$ cat src/rtl/vga_timing_pkg.sv
// Shared VGA timing defaults and the frame-lock state encoding.
// Used by the sync generator, the pattern generator and vga_sync_to_count,
// so all three agree on the geometry without repeating the numbers.
package vga_timing_pkg;

  // 640x480 @ 60 Hz with a 25 MHz pixel clock
  localparam int DEF_TOTAL_COLS  = 800;
  localparam int DEF_TOTAL_ROWS  = 525;
  localparam int DEF_ACTIVE_COLS = 640;
  localparam int DEF_ACTIVE_ROWS = 480;

  // Width of the recovered column/row counters
  localparam int CNT_W = 10;

  typedef enum logic [1:0] {
    UNSEEN = 2'd0,
    ALIGN1 = 2'd1,
    ALIGN2 = 2'd2,
    LOCKED = 2'd3
  } lock_state_e;

endpackage

$ cat src/rtl/sync_lock_tracker.sv
// Frame-lock state machine for vga_sync_to_count.
// Takes the frame-start / HSync edge events and the counter compare results
// from the top level and produces the lock flag and a one-cycle error pulse.
//
// Ports:
//   i_Clk, i_Rst_L      pixel clock, async active-low reset
//   i_frame_start       VSync rising edge this cycle
//   i_frame_good        counters sit at the last col/row of the frame
//   i_h_rise, i_h_fall  HSync rising / falling edge this cycle
//   i_col_line_end      counter at the last column of the line
//   i_col_active_end    counter at the last active column
//   o_Locked            state == LOCKED
//   o_Sync_Err          one-cycle pulse on any timing violation
//
// state  | meaning
// -------+-----------------------------------------------------------
// UNSEEN | no frame start since reset; no checks, first FS just aligns
// ALIGN1 | aligned once (or after an error); waiting for a good FS
// ALIGN2 | one good frame seen; one more good FS locks
// LOCKED | two consecutive good frames; timing confirmed
module sync_lock_tracker
  import vga_timing_pkg::*;
(
  input  logic i_Clk,
  input  logic i_Rst_L,
  input  logic i_frame_start,
  input  logic i_frame_good,
  input  logic i_h_rise,
  input  logic i_h_fall,
  input  logic i_col_line_end,
  input  logic i_col_active_end,
  output logic o_Locked,
  output logic o_Sync_Err
);

  lock_state_e state_q, state_d;
  logic        err_q, err_d;
  logic        fs_bad, line_bad;

  always_comb begin
    state_d  = state_q;
    err_d    = 1'b0;
    fs_bad   = i_frame_start && !i_frame_good;
    // An HSync rise coinciding with a frame start is judged by the FS check only.
    line_bad = (i_h_rise && !i_frame_start && !i_col_line_end) ||
               (i_h_fall && !i_col_active_end);

    case (state_q)
      UNSEEN: begin
        if (i_frame_start) state_d = ALIGN1;
      end
      default: begin
        if (fs_bad || line_bad) begin
          err_d   = 1'b1;
          state_d = ALIGN1;
        end else if (i_frame_start) begin
          case (state_q)
            ALIGN1:  state_d = ALIGN2;
            ALIGN2:  state_d = LOCKED;
            default: state_d = LOCKED;
          endcase
        end
      end
    endcase
  end

  always_ff @(posedge i_Clk or negedge i_Rst_L) begin
    if (!i_Rst_L) begin
      state_q <= UNSEEN;
      err_q   <= 1'b0;
    end else begin
      state_q <= state_d;
      err_q   <= err_d;
    end
  end

  assign o_Locked   = (state_q == LOCKED);
  assign o_Sync_Err = err_q;

endmodule

$ cat src/rtl/vga_sync_to_count.sv
// Recovers column/row counters from VGA active-region syncs.
// Re-emits the syncs one cycle late, with counts aligned to them, and
// reports frame lock and sync-timing violations.
//
// Ports:
//   i_Clk, i_Rst_L        pixel clock, async active-low reset
//   i_HSync, i_VSync      high during active columns / rows
//   o_HSync, o_VSync      input syncs delayed one cycle
//   o_Col_Count           recovered column, aligned to o_HSync
//   o_Row_Count           recovered row, aligned to o_VSync
//   o_Locked              frame timing confirmed
//   o_Sync_Err            one-cycle pulse on a timing violation
module vga_sync_to_count
  import vga_timing_pkg::*;
#(
  parameter int TOTAL_COLS  = DEF_TOTAL_COLS,
  parameter int TOTAL_ROWS  = DEF_TOTAL_ROWS,
  parameter int ACTIVE_COLS = DEF_ACTIVE_COLS,
  parameter int ACTIVE_ROWS = DEF_ACTIVE_ROWS
) (
  input  logic             i_Clk,
  input  logic             i_Rst_L,
  input  logic             i_HSync,
  input  logic             i_VSync,
  output logic             o_HSync,
  output logic             o_VSync,
  output logic [CNT_W-1:0] o_Col_Count,
  output logic [CNT_W-1:0] o_Row_Count,
  output logic             o_Locked,
  output logic             o_Sync_Err
);

  localparam logic [CNT_W-1:0] COL_LAST     = CNT_W'(TOTAL_COLS - 1);
  localparam logic [CNT_W-1:0] ROW_LAST     = CNT_W'(TOTAL_ROWS - 1);
  localparam logic [CNT_W-1:0] COL_ACT_LAST = CNT_W'(ACTIVE_COLS - 1);

  // A geometry the counters cannot represent never yields a good frame,
  // so such a build can never report lock.
  localparam bit GEOMETRY_OK = (ACTIVE_COLS > 0) && (ACTIVE_COLS < TOTAL_COLS) &&
                               (ACTIVE_ROWS > 0) && (ACTIVE_ROWS < TOTAL_ROWS) &&
                               (TOTAL_COLS <= (1 << CNT_W)) &&
                               (TOTAL_ROWS <= (1 << CNT_W));

  logic             hsync_q, hsync_d;
  logic             vsync_q, vsync_d;
  logic [CNT_W-1:0] col_q, col_d;
  logic [CNT_W-1:0] row_q, row_d;
  logic             frame_start, h_rise, h_fall;
  logic             at_line_end, at_frame_end, at_active_end;

  always_comb begin
    hsync_d       = i_HSync;
    vsync_d       = i_VSync;
    frame_start   = !vsync_q && i_VSync;
    h_rise        = !hsync_q && i_HSync;
    h_fall        = hsync_q && !i_HSync;
    at_line_end   = (col_q == COL_LAST);
    at_frame_end  = at_line_end && (row_q == ROW_LAST);
    at_active_end = (col_q == COL_ACT_LAST);

    col_d = col_q + CNT_W'(1);
    row_d = row_q;
    if (frame_start) begin
      col_d = '0;
      row_d = '0;
    end else if (at_line_end) begin
      col_d = '0;
      row_d = (row_q == ROW_LAST) ? '0 : row_q + CNT_W'(1);
    end
  end

  always_ff @(posedge i_Clk or negedge i_Rst_L) begin
    if (!i_Rst_L) begin
      hsync_q <= 1'b0;
      vsync_q <= 1'b0;
      col_q   <= '0;
      row_q   <= '0;
    end else begin
      hsync_q <= hsync_d;
      vsync_q <= vsync_d;
      col_q   <= col_d;
      row_q   <= row_d;
    end
  end

  sync_lock_tracker u_lock (
    .i_Clk            (i_Clk),
    .i_Rst_L          (i_Rst_L),
    .i_frame_start    (frame_start),
    .i_frame_good     (at_frame_end && GEOMETRY_OK),
    .i_h_rise         (h_rise),
    .i_h_fall         (h_fall),
    .i_col_line_end   (at_line_end),
    .i_col_active_end (at_active_end),
    .o_Locked         (o_Locked),
    .o_Sync_Err       (o_Sync_Err)
  );

  assign o_HSync     = hsync_q;
  assign o_VSync     = vsync_q;
  assign o_Col_Count = col_q;
  assign o_Row_Count = row_q;

endmodule

$ cat config.mk
export PLATFORM = sky130hd
export DESIGN_NAME = vga_sync_to_count
export DESIGN_NICKNAME = d
export VERILOG_FILES = /design/src/rtl/vga_timing_pkg.sv /design/src/rtl/sync_lock_tracker.sv /design/src/rtl/vga_sync_to_count.sv
export SDC_FILE = /design/constraint.sdc
export NUM_CORES = 1
export LEC_CHECK = 0
export ABC_AREA = 1
export BUFFER_PORTS_ARGS = -buffer_cell sky130_fd_sc_hd__buf_2
export CAP_MARGIN = 20
export CORE_UTILIZATION = 54
export CTS_CLUSTER_DIAMETER = 200
export DETAILED_ROUTE_END_ITERATION = 10
export MAX_ROUTING_LAYER = met4
export PLACE_DENSITY_LB_ADDON = 0.2
export SLEW_MARGIN = 20
export SYNTH_ARGS = -nofsm -noshare
export SYNTH_HDL_FRONTEND = slang
export SYNTH_SLANG_ARGS = --single-unit
$ cat constraint.sdc
create_clock -name i_Clk -period 2 [get_ports i_Clk]
set_input_delay 0.1 -clock i_Clk [delete_from_list [all_inputs] [get_ports i_Clk]]
set_output_delay 0.1 -clock i_Clk [all_outputs]
set_load 0.02 [all_outputs]
After elaboration in Yosys (flattened, before gate mapping):

Index checks and enable logic that the tools add are counted.

* add/subtract/negate cells: 2
* equality and inequality tests: 6
* muxes and demuxes: 12
* reductions and logical operators: 21

Operators with widths (count)
* $mux W10: 5
* $eq A10 B10 Y1 const B: 3
* $add A10 B1 Y10 const B: 2
* $logic_and A1 B1 Y1: 8
* $mux W2: 4
* $logic_not A1 Y1: 7
* $reduce_bool A2 Y1: 2
* $mux W1: 3
* $eq A2 B1 Y1 const B: 1
* $eq A2 B2 Y1 const B: 1
* $logic_not A2 Y1: 1
* $logic_or A1 B1 Y1: 2
* $ne A2 B1 Y1 const B: 1
* $reduce_and A2 Y1: 1

* bits in registers: 25
* input port bits: 4
* output and inout port bits: 24

Longest topological paths before layout:

Gate-level depths: netlist (run 1).

* depth in word-level cells: 9
* mapped depth: 11
* depth with buffers taken out: 11

Cells and area by module:

A second synthesis (run 1) with hierarchy kept.

* cells, all modules: 207
* area total of the unflattened synthesis: 1524.0 um2

Modules (own cells, without submodules)
* vga_sync_to_count: instances 1, cells an instance 185, area each 1353.8 um2, seq. area each 550.5 um2
* sync_lock_tracker: instances 1, cells an instance 22, area each 170.2 um2, seq. area each 75.1 um2

Worst setup path before layout (run 1):

Ideal clock, no wire load.

* path type: register to register
* start: register col_q[0], in the netlist o_Col_Count[0]
* end: register u_lock.state_q[0]
* setup time: 121 ps
* data arrival time: 1420 ps
* data required time: 1879 ps
* path slack: 459 ps
* cell stages (with the launch flop): 11
* path buffers: 0
* period minus slack after synthesis: 1541 ps
* path through: dfrtp_1 > ha_1 > nand2_2 > nor2_8 > nand2_4 > nor2_8 > nand2_4 > nand2_2 > nand2_2 > nand2_2 > nand2_2

* word-level cells in the longest chain between the ends: 7
* elaborated cells between the ends (all ways): 15
* classes of those cells: eq/ne (2); mux (2); reduce/logical (11)

Ends and longest elaborated chain
* start, declared: RTL line vga_sync_to_count.sv:46 `logic [CNT_W-1:0] col_q, col_d;`
* start signal, assigned: RTL line vga_sync_to_count.sv:81 `col_q <= col_d;`
* $eq A10 B10 Y1, on equally long branches: RTL line vga_sync_to_count.sv:57, vga_sync_to_count.sv:59
* $logic_and A1 B1 Y1, or another cell as far along: RTL line vga_sync_to_count.sv:58 `at_frame_end = at_line_end && (row_q == ROW_LAST);`
* $logic_not A1 Y1, or another cell as far along: RTL line sync_lock_tracker.sv:43 `fs_bad = i_frame_start && !i_frame_good;`
* $logic_and A1 B1 Y1 / $logic_or A1 B1 Y1 (equally long branches): RTL line sync_lock_tracker.sv:43, sync_lock_tracker.sv:45
* $logic_or A1 B1 Y1 *: RTL line sync_lock_tracker.sv:53 `if (fs_bad || line_bad) begin`
* $mux W2 / $reduce_bool A2 Y1 (equally long branches)
* $mux W2 / $reduce_and A2 Y1 (equally long branches)
* end signal, assigned: RTL line sync_lock_tracker.sv:72 `state_q <= state_d;`
* end, declared: RTL line sync_lock_tracker.sv:36 `lock_state_e state_q, state_d;`

Mark *: on every way between the ends. The rest lies on a longest branch, timed or not.
A chain may end at the register's enable or synchronous reset.

Worst setup path in the final report (run 1):

* start: register col_q[0], in the netlist o_Col_Count[0]
* end: register col_q[7], in the netlist o_Col_Count[7]

* word-level cells in the longest chain between the ends: 3
* elaborated cells between the ends (all ways): 4
* classes of those cells: add/sub (1); eq/ne (1); mux (2)

Ends and longest elaborated chain
* $add A10 B1 Y10 / $eq A10 B10 Y1 (equally long branches): RTL line vga_sync_to_count.sv:61, vga_sync_to_count.sv:57
* $mux W10 *: RTL line vga_sync_to_count.sv:66 `end else if (at_line_end) begin`
* $mux W10 *: RTL line vga_sync_to_count.sv:63 `if (frame_start) begin`
* net col_d[7]: RTL line vga_sync_to_count.sv:46

The timed path passes the listed nets; every way through them passes the cells marked *.

==> reports/results.md, run 1 <==
| Result | Value |
|:---|:---|
| Synthesized net count | 193 |
| Area of the multi-input gates | 708.2 um^2 |
| Largest net degree at the start of global routing | 26 |
| Count of standard-cell rows | 18 |
| Wire length of the first global-routing pass | 4.885 mm |
| Result of the run | finished clean |
| Via count | 1271 |
| Worst reg2reg endpoint | o_Col_Count[7] |
| Number of inserted diodes | 0 |
| Hold Crit Class | input port to asynchronous set/reset pin |
| Worst Path Max Fanout | 14 |
| Worst-path clk slew | 0.14 ns |
| Final slew viol count | 0 |
| Distinct cell type count of the synthesized netlist | 26 |
| Final-layout fill cell count | 235 |
| Max VDD drop | 541.7 uV |
| TNS Setup | 0 ns |
| H-tree levels | 1 |
| Critical Path Source Type | flip-flop |
| Unrepaired setup endpoints after global routing | false |
| Total power | 1024 uW |
| Wirelength, routed | 3.087 mm |
| Final setup violation count | 0 |
| Via count of the first global-routing pass | 1104 |
| DRC Markers | 0 |
| Area leader, netlist | dfrtp_1 |
| Top Ports | 28 |
| Avg Inst Size Synth | 7.877 um^2 |
| Setup slack of the worst register-to-register path | 0.35 ns |
| Nets@finish | 226 |
| Leakage power of the design | 0.0009238 uW |
| CTS sink cnt | 25 |
| Violation count after the first detailed-route iteration | 21 |
| Area enclosed by the die boundary | 2926 um^2 |
| Register area | 625.6 um^2 |
| Fraction of final layout cells sized beyond drive strength 1 | 23.85% |
| Skew final | 0.01156 ns |
| Number of buffers between clock root and the deepest sink | 2 |
| DR WL/cell | 12.45 um |
| Seq/Total Area, Yosys | 42.70% |
| Number of buffers created by CTS | 3 |
| Area of the placeable core | 2522 um^2 |
| Highest clock frequency the design can meet | 607.7 MHz |
| Cell area after synthesis | 1465 um^2 |
| Detailed Routing Iterations Pass 1 | 4 |
| Worst Max-Slew Pin Slew | 0.5725 ns |
| Overflow left after global routing | 0 |
| P&R area growth vs syn | 14.09% |
| Post-CTS sizing | 0 |
| Arrival time worst endpoint | 1.85 ns |
| TritonCTS clock tree | yes |
| Number of buffers added on ports | 27 |
| Root buffer cell | clkbuf_4 |
| Number of antenna violations at the first check in global routing | 0 |
| Synth top area share | 42.70% |
| Chip Height | 54.09 um |
| Max_slew headroom | 61.83% |
| Commonest cells after routing, fill and taps aside | nand2_1, nor2_1, buf_2 |
| Final period utilization | 82.27% |
| Global placer's final weighted congestion | 0.9095 |
| Start of the worst register-to-register path | o_Col_Count[0] |
| Synth Instances | 186 |
| Register bit count reported by yosys | 25 |
| Clk_lat worst skew | 0.32 ns |
| Data required, critical path | 2.21 ns |
| Crit Path Category | flip-flop to flip-flop |
| Power per unit of standard cell area | 612.6 nW/um^2 |
| Min Clock Period, post-route | 1.645 ns |
| Total half-perimeter wirelength after legalization and detailed placement | 2.224 mm |
| All-Layer GR Usage | 24.23% |
| Main area contributors after synthesis | dfrtp_1, nand2_1, nor2_1, inv_1, nand3_1 |
| Cells on worst reg2reg path | 8 |
| Initial cell density of the core | 58.09% |
| Post-detailed-route via-to-cell ratio | 5.125 |
| Number of routed nets with antenna violations | 0 |
| Width of the die | 54.09 um |
| Max_cap viols | 0 |
| Leading cell type in the layout, fill and taps excluded | nand2_1 |
| Ys Warns | 0 |
| CP endpoint kind | flip-flop |
| Final Hold Viols | 0 |
## cells in the mapped netlist, drive strengths merged
| library cell | n |
|---|---|
| nand2 | 46 |
| nor2 | 35 |
| inv | 27 |
| dfrtp | 25 |
| nand3 | 13 |
| o21ai | 13 |
| a21oi | 8 |
| nand4 | 6 |
| buf | 3 |
| ha | 3 |
| xor2 | 2 |
| a31oi | 1 |
| nand3b | 1 |
| nor3 | 1 |
| nor3b | 1 |
| xnor2 | 1 |
## critical path: stages, from the launching register on
cell	delay, ns
dfrtp_1	0.42
ha_1	0.22
nand2_2	0.11
nor2_8	0.14
nand4_2	0.10
nand2_2	0.25
inv_2	0.14
o21ai_0	0.10
a21oi_1	0.06
## timing repair
| item | in CTS | in global routing |
|---|---|---|
| hold buffers | 3 | 0 |
| buffers inserted | 0 | 0 |
| hold endpoints to repair | 27 | 0 |
## sequential cells by signal (all words and copies together) (netlist names)
register,cells
o_Row_Count,10
o_Col_Count,10
o_HSync,1
u_lock.state_q,2
u_lock.o_Sync_Err,1
o_VSync,1
## per-stage QoR
stage | util, % | hold WS [ns] | instance area, um^2 | cells | setup WS [ns]
after global routing | 66.27 | 0.3693 | 1672 | 248 | 0.1722
after global placement | 64.04 | 0.1162 | 1615 | 241 | 0.4291
after CTS | 66.27 | 0.3000 | 1672 | 248 | 0.3644
after floorplan | - | -0.1956 | 1465 | 186 | 0.4590
final | 66.27 | 0.2888 | 1672 | 248 | 0.3545
after detailed placement | 64.04 | 0.1304 | 1615 | 241 | 0.3807
## area by class of cell
cell class | count | area share (%)
clock buffers | 4 | 1.572
inverters | 27 | 6.063
multi-input cells | 131 | 42.37
flip-flops and latches | 25 | 37.43
well taps | 30 | 2.246
repair buffers | 31 | 10.33
## where the power goes
group          internal [uW]  leakage [uW]  switching (uW)
registers                542      0.000332            41.9
logic                   66.5      0.000577             143
clock network           78.1     0.0000150             153
total                    687      0.000924             337
## per-layer routing
metal,GRT usage (%),up-vias,routed length [um]
met4,10.26,0,51
li1,-,649,-
met3,2.542,4,77
met2,37.45,21,1435
met5,-,-,0
met1,32.06,597,1523
## worst max-delay path by stage
stage,slack (ns),startpoint,end
finish,0.35,o_Col_Count[0],o_Col_Count[7]
global route,0.17,o_Col_Count[0],o_Col_Count[2]
CTS,0.36,o_Col_Count[0],o_Col_Count[7]
detailed placement,0.38,o_Col_Count[0],o_Col_Count[7]
global placement,0.43,o_Row_Count[0],u_lock.state_q[0]
floorplan,0.46,o_Col_Count[0],u_lock.state_q[0]
## cells by family (layout without fill, tap and decap cells)
| group | Yosys count | after routing | share of synthesized area (%) |
|---|---|---|---|
| fa+ha+maj | 3 | 3 | 2.562 |
| compound gates | 22 | 22 | 7.857 |
| simple gates | 103 | 103 | 36.12 |
| xor+xnor | 3 | 3 | 1.794 |
| buf+inv | 30 | 62 | 8.967 |
| flops | 25 | 25 | 42.70 |
Power figures use the tool's default switching activity.
==> run 2: changes to the inputs <==
--- a/config.mk
+++ b/config.mk
@@ -5,10 +5,10 @@
 export SDC_FILE = /design/constraint.sdc
 export NUM_CORES = 1
 export LEC_CHECK = 0
-export ABC_AREA = 1
+export ABC_AREA = 0
 export BUFFER_PORTS_ARGS = -buffer_cell sky130_fd_sc_hd__buf_2
 export CAP_MARGIN = 20
-export CORE_UTILIZATION = 54
+export CORE_UTILIZATION = 53
 export CTS_CLUSTER_DIAMETER = 200
 export DETAILED_ROUTE_END_ITERATION = 10
 export MAX_ROUTING_LAYER = met4
==> constraint.sdc (replaced) <==
create_clock -name i_Clk -period 1.6 [get_ports i_Clk]
set_input_delay 0.08 -clock i_Clk [delete_from_list [all_inputs] [get_ports i_Clk]]
set_output_delay 0.08 -clock i_Clk [all_outputs]
set_load 0.02 [all_outputs]
==> reports/results.md, run 2 <==
| Result | Value | Delta |
|:---|:---|:---|
| Area leader, netlist | dfrtp_1 |  |
| Global placer's final weighted congestion | 0.8260 | -9.2% |
| Number of buffers added on ports | 27 | unchanged |
| Wire length of the first global-routing pass | 5.678 mm | +16% |
| Worst-path clk slew | 0.14 ns | about the same |
| Area of the placeable core | 2255 um^2 | -11% |
| DRC Markers | 0 | unchanged |
| Critical Path Source Type | flip-flop |  |
| Number of enable-type register cells in the synthesized netlist | 0 | unchanged |
| Final worst hold slack | 0.2582 ns | -0.03060 ns |
| Root buffer cell | clkbuf_4 |  |
| Final setup violation count | 10 | +10 |
| Avg Inst Size Synth | 9.780 um^2 | +24% |
| CTS sink cnt | 25 | unchanged |
| Worst Max-Slew Pin Slew | 0.5626 ns | -0.009910 ns |
| Register bit count reported by yosys | 25 | unchanged |
| P&R area growth vs syn | 53.12% |  |
| Number of buffers created by CTS | 3 | unchanged |
| Area enclosed by the die boundary | 2618 um^2 | -11% |
| Fraction of final layout cells sized beyond drive strength 1 | 50.50% | +27 points |
| Commonest register cell after synthesis | dfrtp_1 |  |
| Cell Area, Placed | 1667 um^2 | +3.2% |
| Async S/R FF share, synth | 100.0% | unchanged |
| Unrepaired setup endpoints after global routing | true |  |
| Synth Instances | 131 | -30% |
| Leading cell type in the layout, fill and taps excluded | buf_4 |  |
| Detailed Routing Iterations Pass 1 | 4 | unchanged |
| Ys Warns | 0 | unchanged |
| TritonCTS clock tree | yes |  |
| Top Ports | 28 | unchanged |
| Min Clock Period, post-route | 1.857 ns | +0.2119 ns |
| Cell area after synthesis | 1281 um^2 | -13% |
| Synthesized net count | 138 | -28% |
| Finished layout cell area | 1962 um^2 | +17% |
| Seq/Total Area, Yosys | 48.83% | +6.1 points |
| Chip Height | 51.17 um | -5.4% |
| Final core utilization | 87.01% | +21 points |
| Crit Path Category | flip-flop to flip-flop |  |
| Main area contributors after synthesis | dfrtp_1, a21oi_1, nand4_1, xor2_1, o21ai_0 |  |
| Result of the run | finished with violations |  |
| Distinct cell type count of the synthesized netlist | 35 | +35% |
| Most repeated cell in the gate-level netlist after synthesis | dfrtp_1 |  |
| Violated checks | negative setup slack |  |
| Skew final | 0.006057 ns | -0.005505 ns |
| Number of antenna violations at the first check in global routing | 0 | unchanged |
| DR WL/cell | 18.08 um | +45% |
| Leakage power of the design | 0.0009081 uW | -1.7% |
| Max VDD drop | 805.8 uV | +49% |
| Final slew viol count | 0 | unchanged |
| Final Hold Viols | 0 | unchanged |
| Largest net degree at the start of global routing | 26 | unchanged |
| Number of routed nets with antenna violations | 0 | unchanged |
| Via count | 1409 | +11% |
| All-Layer GR Usage | 30.54% | +6.3 points |
| CP endpoint kind | flip-flop |  |
| Violation count after the first detailed-route iteration | 51 | +140% |
| Worst path setup slack after routing | -0.2574 ns | -0.6119 ns |
| Total half-perimeter wirelength after legalization and detailed placement | 2.387 mm | +7.3% |
| Arrival time worst endpoint | 2.11 ns | +0.26 ns |
| Power per unit of standard cell area | 742.7 nW/um^2 | +21% |
| Post-detailed-route via-to-cell ratio | 6.126 | +20% |
| Overflow left after global routing | 0 | unchanged |
| Max_slew headroom | 62.49% | +0.66 points |
| Highest clock frequency the design can meet | 538.4 MHz | -11% |
| DP Worst Slack | -0.2122 ns | -0.5929 ns |
| Width of the die | 51.17 um | -5.4% |
| Initial cell density of the core | 56.83% | -1.3 points |
| Number of inserted diodes | 0 | unchanged |
| Wirelength, routed | 4.159 mm | +35% |
| Final period utilization | 116.1% | +34 points |
| Most frequent cells after synthesis | dfrtp_1, a21oi_1, nor2_1, nand2_1, o21ai_0 |  |
| H-tree levels | 1 | unchanged |
| Commonest cells after routing, fill and taps aside | buf_4, buf_2, dfrtp_1 |  |
| Hold Crit Class | input port to asynchronous set/reset pin |  |
| Clk_lat worst skew | 0.33 ns | about the same |
| Via count of the first global-routing pass | 1266 | +15% |
| TNS Setup | -1.125 ns | -1.125 ns |
| Worst Path Max Fanout | 5 | -9 |
| Nets@finish | 210 | -7.1% |
| Count of standard-cell rows | 17 | -1 |
| Crit. Startpoint | o_Col_Count[6] |  |
| Start of the worst register-to-register path | o_Col_Count[6] |  |
| Synth top area share | 48.83% | +6.1 points |
| Data required, critical path | 1.86 ns | -0.35 ns |
| Number of buffers between clock root and the deepest sink | 2 | unchanged |
| Max_cap viols | 0 | unchanged |
run 2: final cells by class:
cell class              count  area, um^2
clock inverters             1       5.005
clock buffers               3       22.52
fillers                   113       292.8
flip-flops and latches     25       633.1
inverters                   4       15.01
repair buffers             68       454.2
well taps                  28       35.03
multi-input cells         101       797.0
run 2: logic make-up (layout without fill, tap and decap cells):
family	Yosys count	in the layout	share of synthesized area, %
adder cells (fa/ha/maj)	3	3	2.930
flip-flops	25	25	48.83
AO/OA/AOI/OAI	28	29	12.99
buffers and inverters	6	76	1.758
XOR/XNOR	8	8	5.469
AND/OR/NAND/NOR	61	61	28.03
run 2: worst max-delay path, stage by stage, from the launching register on:
cell	delay, ns
dfrtp_2	0.43
or3b_4	0.40
o31a_1	0.31
or4b_1	0.50
a21oi_1	0.16
run 2: worst paths after layout:
kind	endpoint	slack, ns	cells past startpoint
worst max-delay path	o_Row_Count[7]	-0.26	4
worst min-delay path	o_Row_Count[4]	0.26	2
worst max register to register	o_Row_Count[7]	-0.26	4
worst min register to register	o_Col_Count[0]	0.59	2
max in group asynchronous	o_Col_Count[1]	0.94	2
min in group i_Clk	o_HSync	0.41	2
run 2: metal layers:
metal / track usage, % / wire length [um] / vias up
met5: - / 0 / -
met4: 9.722 / 98 / 0
met3: 2.679 / 262 / 17
met2: 54.17 / 2186 / 83
met1: 36.49 / 1611 / 686
li1: - / - / 623
run 2: where the power goes:
group          total [uW]  switching [uW]  internal [uW]
logic                 403             220            183
clock network         295             201           93.9
registers             759            62.5            696
run 2: stage by stage:
step | cells | power (uW)
floorplan | 131 | 961.8
global route | 230 | 1517
global placement | 210 | 1122
CTS | 225 | 1421
detailed placement | 210 | 1140
finish | 230 | 1457
run 2: timing repair:
action	4_1_cts	5_1_grt
setup buffers	7	6
hold endpoints to repair	27	0
endpoints found under the setup margin	10	13
gates resized for setup	14	20
gates cloned	1	0
hold buffers	3	0
pin swaps	6	8
